===== config.mk =====
export PLATFORM = sky130hd
export DESIGN_NAME = pulse_period_meter_flat
export DESIGN_NICKNAME = d
export VERILOG_FILES = /design/src/rtl/pulse_period_meter_pkg.sv /design/src/rtl/pulse_period_meter_if.sv /design/src/rtl/pulse_period_meter_sync_rise_detect.sv /design/src/rtl/pulse_period_meter.sv /design/src/flat_wrapper.sv
export SDC_FILE = /design/constraint.sdc
export NUM_CORES = 1
export LEC_CHECK = 0
export BUFFER_PORTS_ARGS = -buffer_cell sky130_fd_sc_hd__buf_2
export CORE_ASPECT_RATIO = 0.7
export CORE_MARGIN = 2
export CORE_UTILIZATION = 43
export DETAILED_ROUTE_END_ITERATION = 8
export RECOVER_POWER = 50
export SYNTH_ARGS = -nofsm -noshare
export SYNTH_HDL_FRONTEND = slang
export SYNTH_HIERARCHICAL = 1
export SYNTH_SLANG_ARGS = --single-unit

===== constraint.sdc =====
create_clock -name clk -period 2.2 [get_ports clk]
set_clock_uncertainty 0.1 [all_clocks]
set_input_delay 0.33 -clock clk [delete_from_list [all_inputs] [get_ports clk]]
set_output_delay 0.33 -clock clk [all_outputs]
set_load 0.005 [all_outputs]

===== src/rtl/pulse_period_meter_pkg.sv =====
// Shared types and constants for the pulse period meter.
// PERIOD_W matches the tick generator's terminal-count width, so a measured
// period can be fed straight back to a tick generator.
package pulse_period_meter_pkg;

   localparam int PERIOD_W = 24;

   typedef enum logic [0:0] {
      IDLE    = 1'b0,
      MEASURE = 1'b1
   } meter_state_e;

endpackage


===== src/rtl/pulse_period_meter_if.sv =====
// Result channel from the period meter to the MCU-interface logic.
//
// Handshake: the master presents period with period_valid high and holds
// both stable until a cycle in which period_ready is also high; that cycle
// is the transfer. period_ready may toggle freely and does not depend on
// period_valid.
interface pulse_period_meter_if #(
   parameter int W = pulse_period_meter_pkg::PERIOD_W
) ();

   logic [W-1:0] period;
   logic         period_valid;
   logic         period_ready;

   modport master (
      output period,
      output period_valid,
      input  period_ready
   );

   modport slave (
      input  period,
      input  period_valid,
      output period_ready
   );

endinterface


===== src/rtl/pulse_period_meter_sync_rise_detect.sv =====
// Two-flop synchronizer plus delay flop for an asynchronous input, with a
// registered one-cycle rise pulse. Every edge takes the same path, so the
// spacing between rise pulses equals the spacing between input edges.
module pulse_period_meter_sync_rise_detect (
   input  logic clk,
   input  logic reset,
   input  logic async_in,
   output logic rise
);

   logic sync1_q, sync1_d;
   logic sync2_q, sync2_d;
   logic dly_q,   dly_d;
   logic rise_q,  rise_d;

   // Next values: shift the input along the chain, flag a 0->1 step.
   always_comb begin
      sync1_d = async_in;
      sync2_d = sync1_q;
      dly_d   = sync2_q;
      rise_d  = sync2_q & ~dly_q;
   end

   // Synchronizer, delay and rise flops.
   always_ff @(posedge clk) begin
      if (reset) begin
         sync1_q <= 1'b0;
         sync2_q <= 1'b0;
         dly_q   <= 1'b0;
         rise_q  <= 1'b0;
      end else begin
         sync1_q <= sync1_d;
         sync2_q <= sync2_d;
         dly_q   <= dly_d;
         rise_q  <= rise_d;
      end
   end

   assign rise = rise_q;

endmodule


===== src/rtl/pulse_period_meter.sv =====
// Measures the spacing between rising edges of an asynchronous pulse line.
// An edge every P cycles reports P-1, the tick generator's terminal-count
// encoding. Results leave through a one-entry valid/ready register; a
// result that finds the register still full is dropped and flags overrun.
module pulse_period_meter
   import pulse_period_meter_pkg::*;
#(
   parameter int          W             = PERIOD_W,
   parameter int unsigned MIN_COUNT     = 0,
   parameter int unsigned TIMEOUT_COUNT = (2**W) - 1
) (
   input  logic                       clk,
   input  logic                       reset,
   input  logic                       enable,
   input  logic                       pulse_in,
   input  logic                       clear_overrun,
   output logic                       overrun,
   output logic                       timeout,
   output meter_state_e               dbg_state,
   pulse_period_meter_if.master       out_if
);

   localparam logic [W-1:0] MIN_V     = W'(MIN_COUNT);
   localparam logic [W-1:0] TIMEOUT_V = W'(TIMEOUT_COUNT);

   meter_state_e state_q, state_d;
   logic [W-1:0] cnt_q, cnt_d;
   logic [W-1:0] period_q, period_d;
   logic         valid_q, valid_d;
   logic         overrun_q, overrun_d;
   logic         timeout_q, timeout_d;

   logic         rise;
   logic         min_ok;
   logic         capture;
   logic [W-1:0] capture_val;

   pulse_period_meter_sync_rise_detect u_sync (
      .clk      (clk),
      .reset    (reset),
      .async_in (pulse_in),
      .rise     (rise)
   );

   // With no glitch threshold every edge is long enough; avoids a
   // constant unsigned comparison against zero.
   generate
      if (MIN_COUNT == 0) begin : g_no_min
         assign min_ok = 1'b1;
      end else begin : g_min
         assign min_ok = (cnt_q >= MIN_V);
      end
   endgenerate

   // FSM next state, counter and capture decision.
   always_comb begin
      state_d     = state_q;
      cnt_d       = cnt_q;
      timeout_d   = 1'b0;
      capture     = 1'b0;
      capture_val = cnt_q;
      if (!enable) begin
         state_d = IDLE;
         cnt_d   = '0;
      end else begin
         case (state_q)
            IDLE: begin
               cnt_d = '0;
               if (rise) begin
                  state_d = MEASURE;
               end
            end
            MEASURE: begin
               if (rise && min_ok) begin
                  // Edge wins over a timeout landing in the same cycle.
                  capture = 1'b1;
                  cnt_d   = '0;
               end else if (cnt_q == TIMEOUT_V) begin
                  timeout_d = 1'b1;
                  cnt_d     = '0;
                  state_d   = IDLE;
               end else begin
                  cnt_d = cnt_q + W'(1);
               end
            end
            default: begin
               state_d = IDLE;
               cnt_d   = '0;
            end
         endcase
      end
   end

   // Output register and sticky overrun; a set beats a same-cycle clear.
   always_comb begin
      period_d  = period_q;
      valid_d   = valid_q;
      overrun_d = overrun_q & ~clear_overrun;
      if (capture) begin
         if (!valid_q || out_if.period_ready) begin
            period_d = capture_val;
            valid_d  = 1'b1;
         end else begin
            overrun_d = 1'b1;
         end
      end else if (valid_q && out_if.period_ready) begin
         valid_d = 1'b0;
      end
   end

   // State, counter and output flops.
   always_ff @(posedge clk) begin
      if (reset) begin
         state_q   <= IDLE;
         cnt_q     <= '0;
         period_q  <= '0;
         valid_q   <= 1'b0;
         overrun_q <= 1'b0;
         timeout_q <= 1'b0;
      end else begin
         state_q   <= state_d;
         cnt_q     <= cnt_d;
         period_q  <= period_d;
         valid_q   <= valid_d;
         overrun_q <= overrun_d;
         timeout_q <= timeout_d;
      end
   end

   assign out_if.period       = period_q;
   assign out_if.period_valid = valid_q;
   assign overrun             = overrun_q;
   assign timeout             = timeout_q;
   assign dbg_state           = state_q;

endmodule


===== src/flat_wrapper.sv =====
// flat-port wrapper written by rule: the top's interface ports become plain ports
module pulse_period_meter_flat import pulse_period_meter_pkg::*;
#(
   parameter int          W             = PERIOD_W,
   parameter int unsigned MIN_COUNT     = 0,
   parameter int unsigned TIMEOUT_COUNT = (2**W) - 1
)
  (clk, reset, enable, pulse_in, clear_overrun, overrun, timeout, dbg_state, out_if_period, out_if_period_valid, out_if_period_ready);
  pulse_period_meter_if #(.W(W)) out_if_i ();
  input  logic clk;
  input  logic reset;
  input  logic enable;
  input  logic pulse_in;
  input  logic clear_overrun;
  output logic overrun;
  output logic timeout;
  output meter_state_e dbg_state;
  output wire logic [$bits(out_if_i.period)-1:0] out_if_period;
  output wire logic [$bits(out_if_i.period_valid)-1:0] out_if_period_valid;
  input wire logic [$bits(out_if_i.period_ready)-1:0] out_if_period_ready;
  assign out_if_period = out_if_i.period;
  assign out_if_period_valid = out_if_i.period_valid;
  assign out_if_i.period_ready = out_if_period_ready;
  pulse_period_meter #(.W(W), .MIN_COUNT(MIN_COUNT), .TIMEOUT_COUNT(TIMEOUT_COUNT)) u_core (.clk(clk), .reset(reset), .enable(enable), .pulse_in(pulse_in), .clear_overrun(clear_overrun), .overrun(overrun), .timeout(timeout), .dbg_state(dbg_state), .out_if(out_if_i));
endmodule

* Word level (Yosys, flattened, before mapping)
Cells that the tools add are included.
** Cells by class
- Add/sub/neg operators :: 1
- Equality and inequality tests :: 2
- Multiplexer cells :: 15
- Bitwise logic cells :: 6
- Reductions and logical operators :: 8
** Operator list (count)
- $mux 24 :: 2
- $pmux 24 s2 :: 1
- $add 24x1->24 const B :: 1
- $eq 24x24->1 const B :: 1
- $mux 1 :: 11
- $not 1->1 :: 4
- $reduce_and 2->1 :: 2
- $reduce_or 4->1 :: 1
- $and 1x1->1 :: 2
- $ne 2x2->1 const B :: 1
- $pmux 1 s2 :: 1
- $reduce_bool 2->1 :: 1
- $reduce_or 2->1 :: 1
- $logic_and 1x1->1 :: 1
- $logic_not 1->1 :: 1
- $logic_or 1x1->1 :: 1
** Storage, ports and cells
- Flip-flop bits (word level) :: 56
- Output and inout bits :: 28

* Logic depth before layout (Yosys ltp)
- Word-level depth :: 5
- Gate-level depth with buffers :: 6

* Cells and area by module
The synthesis kept the hierarchy.
** By module, submodules not included
- pulse_period_meter :: times used 1, cells each 254, area an instance 2089.5 um^2, seq. area each 1041.0 um^2
- pulse_period_meter_sync_rise_detect :: times used 1, cells each 8, area an instance 111.4 um^2, seq. area each 80.1 um^2

* Worst setup path before layout
No wires, ideal clock.
- Kind :: register to register
- From :: register u_core.cnt_q[4] (netlist: u_core/capture_val[4])
- To :: register u_core.cnt_q[20] (netlist: u_core/capture_val[20])
- Arrival time :: 1.805 ns
- Data required time :: 2.030 ns
- Slack :: 0.225 ns
- Stages on the path, launching flop included :: 6
- Path buffers :: 1
- Cell sequence :: dfxtp_1 nand4_4 or4_1 buf_2 or4_1 a21oi_1
** On the way
- Longest elaborated chain between the ends :: 4
- Elaborated cells on any way between the ends :: 5
- Those cells by class :: add/sub: 1; eq/ne: 1; mux: 3
** Ends and longest elaborated chain
- start: declaration :: line pulse_period_meter.sv:27 : logic [W-1:0] cnt_q, cnt_d;
- start signal: assignment :: line pulse_period_meter.sv:122 : cnt_q <= cnt_d;
- $add 24x1->24 or $eq 24x24->1 (tied branches) :: line pulse_period_meter.sv:83, pulse_period_meter.sv:78
- $mux 24 * :: line pulse_period_meter.sv:78 : end else if (cnt_q == TIMEOUT_V) begin
- $mux 24 * :: line pulse_period_meter.sv:74 : if (rise && min_ok) begin
- $pmux 24 s2 * :: line pulse_period_meter.sv:66 : case (state_q)
Mark *: on every way between the ends. The rest lies on a longest branch, timed or not.
A chain may end at the register's enable or synchronous reset.

* Worst setup path after layout
- From :: register u_core.cnt_q[7] (netlist: u_core/capture_val[7])
- To :: register u_core.cnt_q[22] (netlist: u_core/capture_val[22])
Same word-level chain as after synthesis.

==> flow_summary.yaml <==
sta:
  period_needed_ps: 2069
  fin_ws_ps: 131.2
  hold-worst-slack_ps: 140.9
  relSlewSlack_pct: 7.309
  setup-violations-final: 0
  fmax_mhz: 483.4
  drv_slew: 0
  tightest_slew_ps: 1390
  fin_setup_tns_ps: 0
  fin_crit_sh_pct: 94.04
  hold_viol: 0
  rsz0062_at_grt: "no"
floorplan:
  initial_core_util_pct: 45.28
  die_x_um: 89.51
  row_count: 21
  core_mm2: 0.004861
  io_pins: 34
  die_y_um: 63.86
  die-area_mm2: 0.005716
power_and_ir_drop:
  p_sw_share_pct: 20.74
  switchingPower_mw: 0.3245
  pwr-share-clk_pct: 33.7
  power_frac_comb_pct: 1.3
  internal_power_mw: 1.240
  seqPwrFrac_pct: 65.0
  power_density_mw_per_mm2: 602.9
  ir_drop_v: 0.0003132
  total_leakage_power_nw: 0.8730
  p_total_mw: 1.564
placement:
  io_buffers: 33
  place_ws_ps: 151.1
  placedInstanceArea_mm2: 0.002542
  gp_congestion: 0.7952
  dp_hpwl_mm: 3.524
logic_synthesis:
  synth_edf_count: 0
  synthFlopType: "dfxtp_1"
  yosys_warnings: 6
  synthTopCellsByCount: "nand2_1, dfxtp_1, a21oi_1, nor2_1, clkbuf_1"
  syn_nets: 269
  syn_area_mm2: 0.002201
  synth_area_leaders: "dfxtp_1, nand2_1, a21oi_1"
  synth_top_area_cell: "dfxtp_1"
  ys_async_sr_fraction_pct: 0
  ys_ff_latch: 56
  synth-seq-area-share_pct: 50.94
  synth.distinct_cells: 29
  synth_top_area_share_pct: 50.94
  yosysMostFrequentCell: "nand2_1"
  synth_area_per_cell_um2: 8.400
  syn_inst: 262
global_route:
  grt_use_total_pct: 18.90
  grt_pass1_vias: 1601
  grt_max_degree: 31
  grt-ovfl-total: 0
  grt_pass1_wl_mm: 8.252
  antenna_found_initial: 0
detailed_routing:
  drcViolationCount: 0
  drt_iter0_drc: 131
  postRouteAntennaNets: 0
  m1WireLength_mm: 2.773
  dr.pass1.iters: 4
  vias: 1859
  wl_met3_um: 334
  route.final.wire_length_mm: 4.902
  route.met2.wl_mm: 1.779
  drt-vias-per-instance: 4.931
  top_layer: "met4"
  wl_per_cell_um: 13.00
setup_path:
  arrival_ps: 2200
  crit_fanout: 15
  slowest_delay_ps: 520
  start_kind: "register"
  crit_required_ps: 2340
  crit_type: "register to register"
  cp_num_buf_inv: 1
  cpLargestDelayFamily: "simple AND/OR/NAND/NOR gates"
  worst_path_max_delay_cell: "or4_1"
  cp_common_cell: "or4_1"
  path_depth: 5
  crit_end: "u_core/capture_val[22]$_SDFF_PP0_"
  worst_r2r_endpoint: "u_core/capture_val[22]$_SDFF_PP0_"
  timing.rr.start: "u_core/capture_val[7]$_SDFF_PP0_"
  cp-end-kind: "register"
  timing.critical_path.from: "u_core/capture_val[7]$_SDFF_PP0_"
  reg2reg_slack_ps: 130
  rr_worst_depth: 5
  cp_cell_sequence: "nand4_4 -> or4_1 -> buf_4 -> or4_1 -> a21oi_1"
outcome:
  outcome: "complete, no violations"
finish:
  synthToLayoutAreaGrowth_pct: 17.91
  num_antenna_cells: 0
  fin_area_mm2: 0.002595
  nNetsFinal: 315
  fillers: 498
  layout-drive-gt1-share_pct: 14.61
clock_tree:
  cts_sinks: 56
  path_clk_slew_ps: 90
  clk_latency_ps: 300
  cts-resized-gates: 0
  cts_buffer_depth: 2
  postCtsSetupBuffers: 0
  cts_tree: "yes"
  cts-hold-fix-buffers: 0
  root_buffer: "clkbuf_8"
  cts_made_buffers: 5
  ctsHtreeMaxLevel: 2
worst_hold_path:
  worst_hold_path_type: "primary input to register"
flow_run:
  drv_cap: 0
[through the flow]
| step | util (%) | instances |
|---|---|---|
| final | 53.38 | 377 |
| after global routing | 53.38 | 377 |
| after CTS | 53.90 | 377 |
| after detailed placement | 52.30 | 370 |
| after global placement | 52.30 | 370 |
| after floorplan | - | 262 |
[power by group through the flow]
| stage | logic, mW | registers (mW) | clock network [mW] |
|---|---|---|---|
| global placement | 0.0207 | 1.04 | 0 |
| global route | 0.0222 | 1.02 | 0.599 |
| CTS | 0.0209 | 1.02 | 0.547 |
| detailed placement | 0.0208 | 1.04 | 0 |
| floorplan | 0.0113 | 1.04 | 0 |
| finish | 0.0200 | 1.02 | 0.527 |
[worst min path at each step]
stage	start	endpoint	slack, ps	depth (start not counted)
after floorplan	u_core/u_sync/dly_q$_SDFF_PP0_	u_core/u_sync/rise$_SDFF_PP0_	290	1
after global placement	u_core/u_sync/dly_q$_SDFF_PP0_	u_core/u_sync/rise$_SDFF_PP0_	300	1
after detailed placement	u_core/u_sync/dly_q$_SDFF_PP0_	u_core/u_sync/rise$_SDFF_PP0_	300	1
after CTS	pulse_in	u_core/u_sync/sync1_q$_SDFF_PP0_	140	2
after global routing	pulse_in	u_core/u_sync/sync1_q$_SDFF_PP0_	150	2
final	pulse_in	u_core/u_sync/sync1_q$_SDFF_PP0_	140	2
[kinds of logic (layout without fill, tap and decap cells)]
family                   count (synthesis)  in the layout  synth area share, %
adder cells (fa/ha/maj)                  1              1               0.5684
AO/OA/AOI/OAI                           47             47                11.54
XOR/XNOR                                13             13                5.173
flip-flops                              56             56                50.94
AND/OR/NAND/NOR                        124            124                27.69
buffers and inverters                   21             67                4.093
[layout by cell type, fill, tap and decap left out, types with 2 or more instances in the layout]
master    instances
or3_1             9
and3_1            2
xnor2_1           8
clkbuf_8          5
nor4_1            5
buf_4            20
o31ai_1           3
inv_1             6
a21oi_1          36
or4_1             5
nand3_1           7
and4_1            2
nand2b_1          2
o21ai_0           6
nor2_1           19
nor2b_1           5
buf_2            16
nand2_1          58
nand4_1           5
clkbuf_1         19
xor2_1            5
dfxtp_1          56
[final cells by class]
| cell class | instances | area, µm² | area share, % |
|---|---|---|---|
| inverters | 6 | 22.52 | 0.8679 |
| clock buffers | 6 | 72.57 | 2.797 |
| multi-input cells | 185 | 989.7 | 38.14 |
| flip-flops and latches | 56 | 1121 | 43.20 |
| clock inverters | 1 | 5.005 | 0.1929 |
| well taps | 69 | 86.33 | 3.327 |
| repair buffers | 54 | 297.8 | 11.48 |
[registers in the layout (all words and copies together), names as in the netlist]
signal                      cells
u_core/u_sync/dly_q             1
u_core/dbg_state                1
u_core/timeout                  1
u_core/u_sync/rise              1
u_core/out_if.period           24
u_core/out_if.period_valid      1
u_core/overrun                  1
u_core/u_sync/dly_d             1
u_core/u_sync/sync1_q           1
u_core/capture_val             24
[per-layer routing]
| metal | track usage, % | vias up |
|---|---|---|
| li1 | - | 976 |
| met1 | 31.96 | 826 |
| met2 | 22.69 | 55 |
| met3 | 5.039 | 2 |
| met4 | 4.478 | 0 |
| met5 | 0 | - |
[worst reg2reg max path: stages (launching register included)]
cell and delay, ps:
dfxtp_1 420, nand4_4 120, or4_1 490, buf_4 200, or4_1 520, a21oi_1 160
Power figures use the tool's default switching activity.
